$ cat config.mk
export PLATFORM = sky130hd
export DESIGN_NAME = ex_mem_stage_reg
export DESIGN_NICKNAME = d
export VERILOG_FILES = /design/src/rtl/ex_mem_stage_reg.sv
export SDC_FILE = /design/constraint.sdc
export NUM_CORES = 1
export LEC_CHECK = 0
export CORE_ASPECT_RATIO = 1.5
export CORE_MARGIN = 1
export CORE_UTILIZATION = 51
export CTS_BUF_LIST = sky130_fd_sc_hd__clkbuf_8
export DETAILED_ROUTE_END_ITERATION = 10
export PLACE_DENSITY = 0.8
export SLEW_MARGIN = 10
export SYNTH_ARGS = -nofsm -noshare
export SYNTH_HDL_FRONTEND = slang
export SYNTH_SLANG_ARGS = --single-unit
export TNS_END_PERCENT = 20
$ cat constraint.sdc
create_clock -name clk -period 1.7 [get_ports clk]
set_clock_uncertainty 0.2 [all_clocks]
set_input_delay 0.17 -clock clk [delete_from_list [all_inputs] [get_ports clk]]
set_output_delay 0.17 -clock clk [all_outputs]
set_load 0.005 [all_outputs]
$ cat src/rtl/ex_mem_stage_reg.sv
// EX->MEM pipeline stage register with valid/ready handshake and synchronous flush.
// With SKID_EN=1 a second entry absorbs one beat so in_ready is driven from a flop.
module ex_mem_stage_reg #(
   parameter int DATA_W  = 8,
   parameter int PC_W    = 8,
   parameter int RD_W    = 2,
   parameter bit SKID_EN = 1'b1
) (
   input  logic              clk,
   input  logic              rst_n,
   input  logic              flush,
   input  logic              in_valid,
   output logic              in_ready,
   input  logic              ex_reg_write,
   input  logic              ex_mem_read,
   input  logic              ex_mem_write,
   input  logic [DATA_W-1:0] ex_alu_result,
   input  logic [DATA_W-1:0] ex_write_data,
   input  logic [RD_W-1:0]   ex_rd,
   input  logic [PC_W-1:0]   ex_pc,
   output logic              out_valid,
   input  logic              out_ready,
   output logic              mem_reg_write,
   output logic              mem_mem_read,
   output logic              mem_mem_write,
   output logic [DATA_W-1:0] mem_alu_result,
   output logic [DATA_W-1:0] mem_write_data,
   output logic [RD_W-1:0]   mem_rd,
   output logic [PC_W-1:0]   mem_pc,
   output logic [1:0]        occupancy
);

   localparam int PAY_W = 3 + 2 * DATA_W + RD_W + PC_W;

   typedef enum logic [1:0] {
      EMPTY = 2'd0,
      FULL  = 2'd1,
      SKID  = 2'd2
   } state_t;

   state_t             state_q, state_d;
   logic [PAY_W-1:0]   main_q, main_d;
   logic [PAY_W-1:0]   skid_q, skid_d;
   logic [PAY_W-1:0]   in_pay;
   logic               in_fire, out_fire;
   logic               main_reg_write, main_mem_read, main_mem_write;

   assign in_pay   = {ex_reg_write, ex_mem_read, ex_mem_write,
                      ex_alu_result, ex_write_data, ex_rd, ex_pc};
   assign out_valid = (state_q != EMPTY);
   assign in_fire   = in_valid & in_ready;
   assign out_fire  = out_valid & out_ready;

   generate
      if (SKID_EN) begin : g_skid
         // Registered ready: MEM-side stalls reach EX only one cycle later, the skid entry covers the gap.
         logic in_ready_q;
         always_ff @(posedge clk or negedge rst_n) begin
            if (!rst_n) begin
               in_ready_q <= 1'b0;
            end else begin
               in_ready_q <= (state_d != SKID);
            end
         end
         assign in_ready = in_ready_q;
      end else begin : g_noskid
         assign in_ready = out_ready | ~out_valid;
      end
   endgenerate

   always_comb begin
      state_d = state_q;
      main_d  = main_q;
      skid_d  = skid_q;
      if (flush) begin
         state_d = EMPTY;
      end else begin
         case (state_q)
            EMPTY: begin
               if (in_fire) begin
                  state_d = FULL;
                  main_d  = in_pay;
               end
            end
            FULL: begin
               if (in_fire && out_fire) begin
                  main_d = in_pay;
               end else if (in_fire) begin
                  state_d = SKID;
                  skid_d  = in_pay;
               end else if (out_fire) begin
                  state_d = EMPTY;
               end
            end
            SKID: begin
               if (out_fire) begin
                  state_d = FULL;
                  main_d  = skid_q;
               end
            end
            default: state_d = EMPTY;
         endcase
      end
   end

   always_ff @(posedge clk or negedge rst_n) begin
      if (!rst_n) begin
         state_q <= EMPTY;
         main_q  <= '0;
         skid_q  <= '0;
      end else begin
         state_q <= state_d;
         main_q  <= main_d;
         skid_q  <= skid_d;
      end
   end

   assign {main_reg_write, main_mem_read, main_mem_write,
           mem_alu_result, mem_write_data, mem_rd, mem_pc} = main_q;

   // Data fields stay visible while invalid; only the control bits are gated.
   assign mem_reg_write = main_reg_write & out_valid;
   assign mem_mem_read  = main_mem_read  & out_valid;
   assign mem_mem_write = main_mem_write & out_valid;
   assign occupancy     = state_q;

endmodule

==> results of run 1 <==
==> cell families after synthesis <==
group                     share of synthesized area
DFF                                           0.534
muxes                                         0.229
and+or+nand+nor                              0.0675
buffers and inverters                         0.101
AOI/OAI and AO/OA                            0.0653
xor gates and xnor gates                    0.00307
==> repair_timing <==
item                                    CTS  global route
setup buffers                             4             0
hold buffers                              1             0
endpoints found under the hold margin    61             0
pin swaps                                 2             1
endpoints found under the setup margin   24            62
resized for setup                        13             3
==> cell usage in the layout (no fill, tap or decap), drive strengths merged, types with 2 or more instances in the layout <==
cell,n
dfrtp,61
clkdlybuf4s50,60
nor2,32
mux2i,29
a21oi,29
mux2,29
buf,21
clkbuf,11
clkinv,4
dlygate4sd2,4
nor2b,4
nand2,2
inv,2
==> worst max-delay path by stage <==
stage                    to  cells past startpoint  slack [ns]
2_1_floorplan    skid_q[18]                      5        0.09
3_3_place_gp     skid_q[17]                      6       -0.21
3_5_place_dp      skid_q[0]                      6       -0.25
4_1_cts        occupancy[1]                      2       -0.08
5_1_grt          main_q[24]                      6       -0.14
6_report       occupancy[1]                      2       -0.07
==> cell type report <==
type,instances,area [um2]
clock buffers,10,138
clock inverters,6,53.8
fillers,447,1690
inverters,1,3.75
multi-input cells,134,1080
flip-flops and latches,61,1530
well taps,70,87.6
repair buffers,87,871
==> stage by stage <==
stage	total power, mW	utilization	setup TNS [ns]
global route	4.39	0.690	-5.12
global placement	2.91	0.642	-10.47
detailed placement	2.96	0.642	-12.79
CTS	4.22	0.690	-1.24
floorplan	2.60	-	0
finish	4.16	0.690	-1.09
==> per-layer routing <==
layer / track usage / vias to the layer above / routed length (um)
li1: - / 907 / -
met4: 0.109 / 0 / 110
met5: 0 / - / 0
met1: 0.222 / 896 / 2150
met3: 0.0692 / 8 / 224
met2: 0.327 / 50 / 2680
==> flip-flops by register name, indices dropped and copies added (netlist names) <==
signal / cells
main_q: 29
occupancy: 2
skid_q: 29
in_ready: 1
==> worst reg2reg max path: stages (launching register included) <==
cell and delay [ns]:
dfrtp_2 0.43, buf_6 0.13, nor2b_4 0.13, nand3b_1 0.14, buf_6 0.23, mux2_2 0.36
==> where the power goes <==
part	internal (mW)	switching [mW]	leakage, nW
Clock	0.700	0.523	0.107
Sequential	1.81	0.187	0.710
Combinational	0.636	0.313	0.801
==> out/qor.csv, run 1 <==
metric;value;unit
outcome;finished with violations;
violations;negative setup slack;
synth_area_per_cell;12.2;um2
maxSlewViolCount;0;
layout_setup_ws;-0.0677;ns
post_dp_cell_area;3500;um2
wirelength;5.17;mm
cts_buffers;9;
synthDistinctLibCells;22;
crit_fanout;4;
tightest_slew;0.367;ns
crit_family;buffers and inverters;
die-area;5910;um2
final_nets;328;
gr-total-overflow;0;
start_util;0.524;
worstPathArrival;1.40;ns
r2r-start;occupancy[0];
drt.antenna.violating_nets;0;
yosysTopAreaCell;dfrtp_1;
p_leak;1.62;nW
antenna_found_initial;0;
clk_latency;0.33;ns
antenna_cells;0;
grt.total_usage;0.198;
port_buffers;66;
holdWs;0.162;ns
crit_buf_inv;2;
rrSetupSlack;-0.05;ns
syn_nets;268;
ys_seq_area_frac;0.534;
final_cells;369;
yosys_warnings;0;
synth_common_cells;dfrtp_1 (61), nor2_1 (32), buf_4 (30);
ys_async_sr_fraction;1.00;
synth_flop_cell;dfrtp_1;
io_pins;67;
powerDensity;1110;nW/um2
core-area;5450;um2
drive_above_1_share;0.244;
period_share;1.04;
netlist.area_leader.share;0.534;
via_per_inst;5.04;
drt_iter0_markers;61;
hp-class;in -> async;
finalHoldViolCount;0;
dr.pass1.iters;4;
finalSetupViolations;42;
vdd_drop_max;711;uV
clkTransAtPathRegs;0.06;ns
clock_sinks;61;
drc_errors;0;
hpwl;3.60;mm
grt_pass1_wl;8.70;mm
dp_slack;-0.249;ns
rr_worst_depth;5;
required;1.33;ns
criticalPathCategory;reg -> out;
crit_path_start_kind;flop;
max_freq;566;MHz
cts_tree;built;
die_y;93.7;um
dieWidth;63.1;um
synth_area_leaders;dfrtp_1 (53%), mux2i_1 (10%), buf_4 (7.9%);
grt_max_degree;62;
synth_edf_count;0;
max_slew_margin;0.755;
cp_cell_sequence;buf_4 > clkdlybuf4s50_1;
cts.path.max_buffers;2;
syn_area;2860;um2
place_inst;348;
yosysMostFrequentCell;dfrtp_1;
r2r-end;skid_q[17];
ys_ff_latch;61;
cts_root_buf;clkbuf_8;
critical_path.startpoint;occupancy[1];
final_area;3760;um2
grt_setup_unrepaired;true;
drv_cap;0;
syn_to_final_growth;31.7;%
synth_cells;234;
period_needed;1.77;ns
route.vias.total;1861;
grt_pass1_vias;1882;
gp_congestion;0.780;
crit_slowest_cell;clkdlybuf4s50_1;
end_kind;output pin;
slowest_delay;0.51;ns
cts_max_level;3;
rows;33;
wl_per_cell;14.0;um
Note: power is estimated with default switching activity, not from simulation.
==> inputs of run 2 (changes only) <==
--- a/config.mk
+++ b/config.mk
@@ -5,6 +5,7 @@
 export SDC_FILE = /design/constraint.sdc
 export NUM_CORES = 1
 export LEC_CHECK = 0
+export CAP_MARGIN = 20
 export CORE_ASPECT_RATIO = 1.5
 export CORE_MARGIN = 1
 export CORE_UTILIZATION = 51
==> results of run 2 <==
Final layout, timing and power as in run 1 (identical DEF).
